==> config.mk <==
export PLATFORM = sky130hd
export DESIGN_NAME = commit_trace_fifo
export DESIGN_NICKNAME = d
export VERILOG_FILES = /design/src/rtl/commit_trace_fifo.sv
export SDC_FILE = /design/constraint.sdc
export NUM_CORES = 2
export LEC_CHECK = 0
export ABC_AREA = 0
export ABC_CLOCK_PERIOD_IN_PS = 12200
export CORE_MARGIN = 5
export CORE_UTILIZATION = 50
export CTS_CLUSTER_DIAMETER = 150
export DETAILED_ROUTE_END_ITERATION = 8
export GPL_ROUTABILITY_DRIVEN = 0
export PLACE_DENSITY = 0.7
export SKIP_CTS_REPAIR_TIMING = 1
export SLEW_MARGIN = 20
export SYNTH_ARGS = -nofsm -noshare
export SYNTH_HDL_FRONTEND = slang
export SYNTH_SLANG_ARGS = --single-unit
==> constraint.sdc <==
create_clock -name clk -period 12.2 [get_ports clk]
set_input_delay 1.22 -clock clk [delete_from_list [all_inputs] [get_ports clk]]
set_output_delay 1.22 -clock clk [all_outputs]
set_load 0.02 [all_outputs]
==> src/rtl/commit_trace_fifo.sv <==
// Commit-stream trace FIFO: buffers retiring register writes, tags each with a sequence
// number and counts drops on overflow. Optional macro: COMMIT_X0_FILTER_EN (ignore rd==0).
module commit_trace_fifo #(
  parameter int unsigned DEPTH = 16,
  parameter int unsigned SEQ_W = 32
) (
  input  logic                     clk,
  input  logic                     reset,
  input  logic                     commit_valid,
  input  logic [31:0]              commit_pc,
  input  logic [4:0]               commit_rd,
  input  logic [31:0]              commit_data,
  input  logic                     flush,
  output logic                     trace_valid,
  input  logic                     trace_ready,
  output logic [31:0]              trace_pc,
  output logic [4:0]               trace_rd,
  output logic [31:0]              trace_data,
  output logic [SEQ_W-1:0]         trace_seq,
  output logic [$clog2(DEPTH):0]   count,
  output logic                     overflow,
  output logic [15:0]              drop_count
);

  localparam int unsigned AW = $clog2(DEPTH);
  localparam int unsigned CW = AW + 1;

  logic [AW-1:0]    wr_ptr_q, wr_ptr_d;
  logic [AW-1:0]    rd_ptr_q, rd_ptr_d;
  logic [CW-1:0]    count_q, count_d;
  logic [SEQ_W-1:0] seq_q, seq_d;
  logic             overflow_q, overflow_d;
  logic [15:0]      drop_cnt_q, drop_cnt_d;

  logic [31:0]      pc_mem   [DEPTH];
  logic [4:0]       rd_mem   [DEPTH];
  logic [31:0]      data_mem [DEPTH];
  logic [SEQ_W-1:0] seq_mem  [DEPTH];

  logic eligible, full, pop_req, pop, push, drop;

`ifdef COMMIT_X0_FILTER_EN
  assign eligible = commit_valid && (commit_rd != 5'd0);
`else
  assign eligible = commit_valid;
`endif

  assign full    = (count_q == CW'(DEPTH));
  assign pop_req = trace_valid && trace_ready;
  // A flush overrides both pop and push; the flushed commit still consumes a tag.
  assign pop     = pop_req && !flush;
  assign push    = eligible && !flush && (!full || pop_req);
  assign drop    = eligible && !flush && full && !pop_req;

  always_comb begin
    wr_ptr_d   = wr_ptr_q;
    rd_ptr_d   = rd_ptr_q;
    count_d    = count_q;
    seq_d      = seq_q;
    overflow_d = overflow_q;
    drop_cnt_d = drop_cnt_q;
    if (eligible) begin
      seq_d = seq_q + SEQ_W'(1);
    end
    if (flush) begin
      count_d  = '0;
      rd_ptr_d = wr_ptr_q;
    end else begin
      if (push) begin
        wr_ptr_d = wr_ptr_q + AW'(1);
      end
      if (pop) begin
        rd_ptr_d = rd_ptr_q + AW'(1);
      end
      count_d = count_q + CW'(push) - CW'(pop);
    end
    if (drop) begin
      overflow_d = 1'b1;
      if (drop_cnt_q != 16'hFFFF) begin
        drop_cnt_d = drop_cnt_q + 16'd1;
      end
    end
  end

  always_ff @(posedge clk or posedge reset) begin
    if (reset) begin
      wr_ptr_q   <= '0;
      rd_ptr_q   <= '0;
      count_q    <= '0;
      seq_q      <= '0;
      overflow_q <= 1'b0;
      drop_cnt_q <= '0;
    end else begin
      wr_ptr_q   <= wr_ptr_d;
      rd_ptr_q   <= rd_ptr_d;
      count_q    <= count_d;
      seq_q      <= seq_d;
      overflow_q <= overflow_d;
      drop_cnt_q <= drop_cnt_d;
    end
  end

  // Storage is deliberately left out of reset.
  always_ff @(posedge clk) begin
    if (push) begin
      pc_mem[wr_ptr_q]   <= commit_pc;
      rd_mem[wr_ptr_q]   <= commit_rd;
      data_mem[wr_ptr_q] <= commit_data;
      seq_mem[wr_ptr_q]  <= seq_q;
    end
  end

  assign trace_valid = (count_q != '0);
  assign trace_pc    = pc_mem[rd_ptr_q];
  assign trace_rd    = rd_mem[rd_ptr_q];
  assign trace_data  = data_mem[rd_ptr_q];
  assign trace_seq   = seq_mem[rd_ptr_q];
  assign count       = count_q;
  assign overflow    = overflow_q;
  assign drop_count  = drop_cnt_q;

endmodule

==> flow_metrics.env <==
export IMPL_status="finished, final reports clean"
export IMPL_first_pass_iters=5
export IMPL_dpl_instance_area_um2=67430
export IMPL_cts_made_buffers=166
export IMPL_synth_warning_count=0
export IMPL_min_period_ns=6.092
export IMPL_totalWireLength_um=141600
export IMPL_fin_setup_tns_ns=0
export IMPL_clkLatencyLatePin_ns=0.78
export IMPL_drc=0
export IMPL_final_cell_mix="edfxtp_1 (1,616), mux4_2 (404), a22oi_1 (203)"
export IMPL_p_per_area_nw_per_um2=227.4
export IMPL_dp_cells=4529
export IMPL_slew_headroom_pct=27.63
export IMPL_grt_max_degree=181
export IMPL_crit_type="reg -> out"
export IMPL_syn_area_um2=63430
export IMPL_stdcell_area_um2=72630
export IMPL_fin_cells=4832
export IMPL_fmax_mhz=164.2
export IMPL_synthCells=2773
export IMPL_synth_area_leader_cell="edfxtp_1"
export IMPL_dr_wl_met3_um=9850
export IMPL_drive_gt1_share_pct=22.76
export IMPL_grt_setup_unrepaired="false"
export IMPL_wl_per_cell_um=29.31
export IMPL_finClkSkew_ns=0.01748
export IMPL_syn_num_nets=2861
export IMPL_maxSlewViolCount=0
export IMPL_start_kind="flop"
export IMPL_finalCritPeriodShare_pct=49.93
export IMPL_die_area_um2=134100
export IMPL_mostFrequentLayoutCell="edfxtp_1"
export IMPL_syn_avg_cell_area_um2=22.87
export IMPL_syn2layout_area_growth_pct=14.51
export IMPL_synth_seq_area_share_pct=78.95
export IMPL_ant_nets=0
export IMPL_netlist_area_leader_share_pct=76.51
export IMPL_met1_length_um=58010
export IMPL_die_h_um=366.2
export IMPL_root_buffer="clkbuf_16"
export IMPL_h_tree_depth=4
export IMPL_ys_ff_latch=1678
export IMPL_worstReg2RegEnd="pc_mem[14][5]$_DFFE_PP_"
export IMPL_pre_cts_ws_ns=6.253
export IMPL_reg2regPathDepth=8
export IMPL_rows=130
export IMPL_cp_data_arrival_time_ns=4.87
export IMPL_hold_end="overflow$_DFFE_PP0P_"
export IMPL_dp_hpwl_um=70910
export IMPL_worstPathRequired_ns=10.98
export IMPL_synth_cell_types=47
export IMPL_io_pins=198
export IMPL_grt_pass1_wl_um=212200
export IMPL_power_leakage_nw=22.49
export IMPL_cts_buffer_depth=3
export IMPL_grt_usage_pct=21.29
export IMPL_max_cap_violations=0
export IMPL_worst_path_max_fanout=40
export IMPL_setup_ws_ns=6.108
export IMPL_cts_tree="done"
export IMPL_grt_remaining_overflow=0
export IMPL_core_um2=125900
export IMPL_finalPower_mw=16.52
export IMPL_port_buffers=197
export IMPL_via_per_inst=6.169
export IMPL_rrSetupSlack_ns=7.52
export IMPL_vias=29810
export IMPL_path_clk_slew_ns=0.06
export IMPL_drt_iter0_markers=3158
export IMPL_hold_violations=0
export IMPL_hold_ws_ns=0.4856
export IMPL_hold_path_class="reg -> reg"
export IMPL_wl_met2_um=71480
export IMPL_n_fill_cell=8850
export IMPL_fin_nets=3136
export IMPL_endpoint_kind="primary output"
export IMPL_clock_sinks=1678
export IMPL_ir_worst_vdd_mv=0.1776
export IMPL_grt_pass1_vias=31749
export IMPL_hold_depth=1
export IMPL_fp_dieW_um=366.2
export IMPL_min_from="overflow$_DFFE_PP0P_"
export IMPL_post_route_util_pct=57.69
export IMPL_worst_pin_slew_ns=1.085
export IMPL_top_layer="met5"
export IMPL_start_util_pct=50.38
export IMPL_r2r_start="count[2]$_DFF_PP0_"
export IMPL_antenna_found_initial=5
export IMPL_yosys_top_cells_area="edfxtp_1 (77%), mux4_2 (14%), dfrtp_1 (2.4%), a22oi_1 (2.4%), nand2_1 (0.73%)"
export IMPL_setup_viol=0
## registers in the layout, indices dropped and copies added (netlist names)
register	cells
drop_count	16
overflow	1
rd_mem	80
wr_ptr_q	4
seq_q	32
seq_mem	512
rd_ptr_q	4
pc_mem	512
data_mem	512
count	5
## layer usage
metal,global-route usage (%),up-vias
li1,-,12308
met1,30.01,16119
met2,35.47,1201
met3,3.774,178
met4,4.632,4
met5,0,-
## worst max-delay path: stages, from the launching register on
cell and delay, ns:
dfrtp_4 0.97, buf_4 0.64, buf_4 0.51, buf_16 0.32, mux4_2 0.54, a22oi_1 0.24
nand2_1 0.19, clkdlybuf4s50_1 0.59
## where the power goes
group / switching (mW) / total (mW) / internal (mW)
sequential: 0.224 / 6.90 / 6.68
clock: 2.10 / 4.82 / 2.72
combinational: 2.70 / 4.79 / 2.10
## synthesized netlist by cell type, drive strengths merged
cell type	instances
and4bb	1
nand2b	1
or4	1
and4	4
a311oi	1
a21o	1
fa	1
a31oi	1
nor3b	6
nor3	17
nand2	124
inv	21
o21ai	3
xnor2	18
clkinv	1
nor4b	1
nor4	16
mux2	3
a22oi	203
buf	56
mux4	404
o21bai	1
or3	3
edfxtp	1616
nand3	18
nor2b	6
and3	6
ha	13
xor2	36
clkbuf	88
or2	1
or4b	1
and2	10
nor2	15
a21oi	2
dfrtp	62
nand4	11
## worst max path at each step
stage / from / depth (start not counted) / endpoint / slack [ns]
2_1_floorplan: commit_valid / 5 / data_mem[0][0]$_DFFE_PP_ / -0.009
3_3_place_gp: rd_ptr_q[0]$_DFFE_PP0P_ / 6 / trace_seq[21] / 6.29
3_5_place_dp: rd_ptr_q[0]$_DFFE_PP0P_ / 6 / trace_seq[21] / 6.25
4_1_cts: rd_ptr_q[0]$_DFFE_PP0P_ / 6 / trace_seq[21] / 5.37
5_1_grt: rd_ptr_q[0]$_DFFE_PP0P_ / 7 / trace_pc[12] / 5.70
6_report: rd_ptr_q[0]$_DFFE_PP0P_ / 7 / trace_pc[12] / 6.11
## cell type report
class | count | area [um2] | area share [%]
Inverter | 22 | 82.58 | 0.1137
Tap cell | 1650 | 2064 | 2.842
Timing Repair Buffer | 251 | 2527 | 3.480
Clock buffer | 216 | 4433 | 6.103
Sequential cell | 1678 | 50090 | 68.96
Antenna cell | 1 | 2.502 | 0.003445
Multi-Input combinational cell | 929 | 12710 | 17.50
Clock inverter | 85 | 723.2 | 0.9957
## cell families after synthesis
logic type,count (synthesis),synth area share (%)
compound gates,212,2.517
xor+xnor,54,0.7457
fa+ha+maj,14,0.2880
buf+inv,166,1.160
flops,1678,78.95
mux,407,14.40
simple gates,242,1.937
Note: power is estimated with default switching activity, not from simulation.
